File: src/rtl/cover_pkg.sv
// Shared widths, defaults and the cover index type for the toggle-cover scheduler.
package cover_pkg;
    localparam int COVER_W_DEFAULT = 64;
    localparam int IDX_W           = 64;

    typedef logic [IDX_W-1:0] cover_idx_t;
endpackage

File: src/rtl/cover_prio_enc.sv
// Lowest-set-bit priority encoder: index, one-hot mask and any-set flag.
// Purely combinational, zero latency, no backpressure.
module cover_prio_enc #(
    parameter int W  = 64,
    parameter int IW = (W > 1) ? $clog2(W) : 1
) (
    input  logic [W-1:0]  vec,
    output logic [IW-1:0] idx,
    output logic [W-1:0]  onehot,
    output logic          any
);

    // Scanning from the top leaves the lowest set bit as the final winner.
    always_comb begin
        idx = '0;
        for (int i = W - 1; i >= 0; i--) begin
            if (vec[i]) begin
                idx = IW'(i);
            end
        end
    end

    assign onehot = vec & (~vec + W'(1));
    assign any    = |vec;

endmodule

File: src/rtl/cover_hit_scheduler.sv
// Captures first toggle hits per epoch and streams their global cover indices one per cycle.
// Latency: hit in cycle t -> pending at t+1 -> offered at t+2 when the slot is free.
// Backpressure: out_valid/out_index hold while out_ready is low; hits queue in the pending bitmap.
module cover_hit_scheduler
    import cover_pkg::*;
#(
    parameter cover_idx_t COVER_INDEX = '0,
    parameter int         COVER_W     = COVER_W_DEFAULT,
    parameter int         CNT_W       = $clog2(COVER_W) + 1
) (
    input  logic               clock,
    input  logic               reset,
    input  logic               enable,
    input  logic               clear,
    input  logic [COVER_W-1:0] valid,
    output logic               out_valid,
    input  logic               out_ready,
    output cover_idx_t         out_index,
    output logic [CNT_W-1:0]   hit_count,
    output logic               all_covered
);

    localparam int SEL_W = (COVER_W > 1) ? $clog2(COVER_W) : 1;

    logic [COVER_W-1:0] covered;
    logic [COVER_W-1:0] pending;
    logic [COVER_W-1:0] new_hits;
    logic [COVER_W-1:0] load_mask;
    logic [SEL_W-1:0]   sel_idx;
    logic               pend_any;
    logic               load;

    cover_prio_enc #(
        .W  (COVER_W),
        .IW (SEL_W)
    ) u_prio_enc (
        .vec    (pending),
        .idx    (sel_idx),
        .onehot (load_mask),
        .any    (pend_any)
    );

    // Only points not yet seen this epoch count; clear wins over capture.
    assign new_hits = (enable && !clear) ? (valid & ~covered) : '0;
    assign load     = pend_any && (!out_valid || out_ready);

    always_ff @(posedge clock) begin
        if (reset) begin
            covered   <= '0;
            pending   <= '0;
            out_valid <= 1'b0;
            out_index <= '0;
            hit_count <= '0;
        end else begin
            if (load) begin
                out_valid <= 1'b1;
                out_index <= COVER_INDEX + cover_idx_t'(sel_idx);
            end else if (out_ready) begin
                out_valid <= 1'b0;
            end

            // The output slot is deliberately untouched by clear.
            if (clear) begin
                covered   <= '0;
                pending   <= '0;
                hit_count <= '0;
            end else begin
                covered   <= covered | new_hits;
                pending   <= (pending & ~(load ? load_mask : '0)) | new_hits;
                hit_count <= hit_count + CNT_W'($countones(new_hits));
            end
        end
    end

    assign all_covered = (hit_count == CNT_W'(COVER_W));

endmodule

File: config.mk
export PLATFORM = sky130hd
export DESIGN_NAME = cover_hit_scheduler
export DESIGN_NICKNAME = d
export VERILOG_FILES = /design/src/rtl/cover_pkg.sv /design/src/rtl/cover_prio_enc.sv /design/src/rtl/cover_hit_scheduler.sv
export SDC_FILE = /design/constraint.sdc
export NUM_CORES = 1
export LEC_CHECK = 0
export ABC_AREA = 1
export CORE_MARGIN = 3
export CORE_UTILIZATION = 54
export DETAILED_ROUTE_END_ITERATION = 6
export PLACE_DENSITY_LB_ADDON = 0.1
export SLEW_MARGIN = 20
export SYNTH_ARGS = -nofsm -noshare
export SYNTH_HDL_FRONTEND = slang
export SYNTH_SLANG_ARGS = --single-unit
File: constraint.sdc
create_clock -name clock -period 11.4 [get_ports clock]
set_clock_uncertainty 0.2 [all_clocks]
set_input_delay 1.71 -clock clock [delete_from_list [all_inputs] [get_ports clock]]
set_output_delay 1.71 -clock clock [all_outputs]
set_load 0.02 [all_outputs]
==> results.json <==
{
  "path_delay_family": "adder cells",
  "synth_cells": 1090,
  "die_y_um": 129,
  "grt_antenna_before_repair": 0,
  "rows": 44,
  "core-area_sq_um": 14700,
  "port_buffers": 83,
  "maxCapViolations": 0,
  "relSlewSlack_pct": 43.8,
  "crit_buf_inv": 8,
  "antennaDiodeCount": 0,
  "hold_buffers": 0,
  "instances_no_fill": 1369,
  "dieArea_sq_um": 16700,
  "cts_tree": "done",
  "die_width_um": 129,
  "drc": 0,
  "drv_slew": 0,
  "cts.sink_count": 142,
  "endpoint_kind": "flip-flop",
  "ys.warnings.count": 0,
  "groute.usage.overall_pct": 23.1,
  "cts-htree-levels": 4,
  "drt_wl_total_mm": 18.3,
  "p_per_area_nw_per_um2": 204,
  "netlist_top_cells_area": "dfxtp_1 35%, fa_1 14%, inv_1 10%",
  "syn_to_final_growth_pct": 17.4,
  "period_needed_ns": 9.38,
  "async_flop_share_pct": 0,
  "path_class": "primary input to flip-flop",
  "grt_pass1_wl_mm": 30.0,
  "tns_ns": 0,
  "grt_pass1_vias": 6248,
  "setup_viol": 0,
  "status": "completed",
  "n_fill_cell": 1314,
  "placedCellCount": 1337,
  "yosys-top-cells-count": "228 x inv_1, 145 x nand2_1, 143 x a21oi_1, 142 x dfxtp_1, 118 x nor2_1",
  "clock_latency_ns": 0.43,
  "synth-seq-cells": 142,
  "peakVddDrop_v": 0.000155,
  "crit_top_cell": "fa_1",
  "critPathMaxStageDelay_ns": 0.61,
  "drive_gt1_share_pct": 6.16,
  "slowest_stage": "inv_2",
  "path_clk_slew_ns": 0.06,
  "worst-path-max-fanout": 48,
  "synth_most_common_cell": "inv_1",
  "crit_required_ns": 11.52,
  "post-place-ws_ns": 1.65,
  "synth_top_cell_by_area": "dfxtp_1",
  "cts_made_buffers": 17,
  "finalWeightedCongestion": 0.865,
  "start_util_pct": 55.7,
  "setup_slack_ns": 2.02,
  "dr.pass1.iters": 5,
  "synth-edff-count": 0,
  "synthesis.area_sq_um": 8190,
  "ant_nets": 0,
  "seq_area_frac_synth_pct": 34.7,
  "timing.final.crit_share_pct": 82.2,
  "root_buffer": "clkbuf_16",
  "worst_setup_path_start_kind": "primary input",
  "nets": 1318,
  "avgSynthCellArea_sq_um": 7.52,
  "globalRoute.totalOverflow": 0,
  "io_pins": 142,
  "clock_tree.buffer_depth": 2,
  "dr_total_vias": 6543,
  "p_leak_nw": 4.41,
  "synthFlopType": "dfxtp_1",
  "synth_top_area_share_pct": 34.7,
  "viasPerCell": 4.78,
  "grt_max_degree": 72,
  "rsz0062_at_grt": "no",
  "cts.repair.resized": 0,
  "hold_violations": 0,
  "min_path_type": "flip-flop to flip-flop",
  "fmax_ghz": 0.107,
  "drt-initial-drc-count": 395,
  "post_cts_buffers": 0,
  "hpwlAfterDp_mm": 13.9,
  "worst_pin_slew_ns": 0.842,
  "cp.arrival_ns": 9.49,
  "wl_per_cell_um": 13.4,
  "synth_cell_types": 35
}
sequential cells by signal, indices dropped and copies added, names as in the netlist:
signal     count
covered       64
pending       64
hit_count      7
out_index      6
out_valid      1
final timing paths:
kind                                             start  cells after the start  slack [ns]                 endpoint
worst max register to register  covered[46]$_SDFF_PP0_                     26        4.34  hit_count[6]$_SDFF_PP0_
worst min-delay path            covered[58]$_SDFF_PP0_                      2        0.25   covered[58]$_SDFF_PP0_
worst max-delay path                             clear                     28        2.02  hit_count[6]$_SDFF_PP0_
worst min register to register  covered[58]$_SDFF_PP0_                      2        0.25   covered[58]$_SDFF_PP0_
logic make-up after synthesis:
family | count (synthesis) | synth area share (%)
fa+ha+maj | 77 | 16.9
simple gates | 334 | 17.3
buf+inv | 333 | 17.9
compound gates | 199 | 12.7
flops | 142 | 34.7
xor+xnor | 4 | 0.428
other cells | 1 | 0.0458
report_power, final:
| part | switching [W] | leakage (nW) | internal, W |
|---|---|---|---|
| clock | 0.000220 | 0.310 | 0.000378 |
| sequential | 0.0000127 | 1.15 | 0.000518 |
| combinational | 0.000504 | 2.95 | 0.000331 |
| total | 0.000737 | 4.41 | 0.00123 |
stage by stage:
| stage | total power [W] | area (sq um) | utilization [%] | hold WS, ns |
|---|---|---|---|---|
| floorplan | 0.00115 | 8410 | - | 0.230 |
| global placement | 0.00133 | 8970 | 61.1 | 0.236 |
| detailed placement | 0.00134 | 8970 | 61.1 | 0.241 |
| CTS | 0.00197 | 9610 | 65.4 | 0.250 |
| global route | 0.00213 | 9610 | 65.4 | 0.258 |
| finish | 0.00196 | 9610 | 65.4 | 0.249 |
layout by cell type, fill, tap and decap left out, types with 3 or more instances in the layout:
cell type          n
clkbuf_16         17
conb_1            58
clkinv_1           4
dfxtp_1          142
bufinv_16          4
ha_1              21
clkdlybuf4s50_1   83
o31ai_1            8
nand2_2            4
o21ai_0           34
nor4_1             3
xnor2_1            4
nor2_2             5
o21a_1             4
nand3_1           41
nor2_1           118
inv_2             22
nand4_1            3
a21oi_1          143
inv_1            228
nand2_1          144
a31oi_1            4
clkinv_2           3
fa_1              56
nor3_1             6
final cells by class:
class | count | area (sq um) | area share (%)
multi-input combinational | 672 | 4100 | 42.7
sequential | 142 | 2840 | 29.6
inverter | 254 | 953 | 9.92
timing repair buffer | 85 | 846 | 8.80
clock buffer | 19 | 453 | 4.71
tap | 184 | 230 | 2.39
clock inverter | 13 | 185 | 1.93
tightest hold or removal path, cell delays in order, from the launching register on:
cell	delay (ns)
dfxtp_1	0.31
inv_1	0.04
a21oi_1	0.05
layer usage:
| metal | GRT usage [%] | share of wire [%] | wire [um] |
|---|---|---|---|
| met1 | 32.7 | 48 | 8770 |
| met2 | 36.1 | 46 | 8370 |
| met3 | 4.41 | 5.0 | 911 |
| met4 | 7.29 | 1.4 | 257 |
| met5 | 0 | 0 | 0 |
No activity file was read; power rests on OpenSTA's default activity.
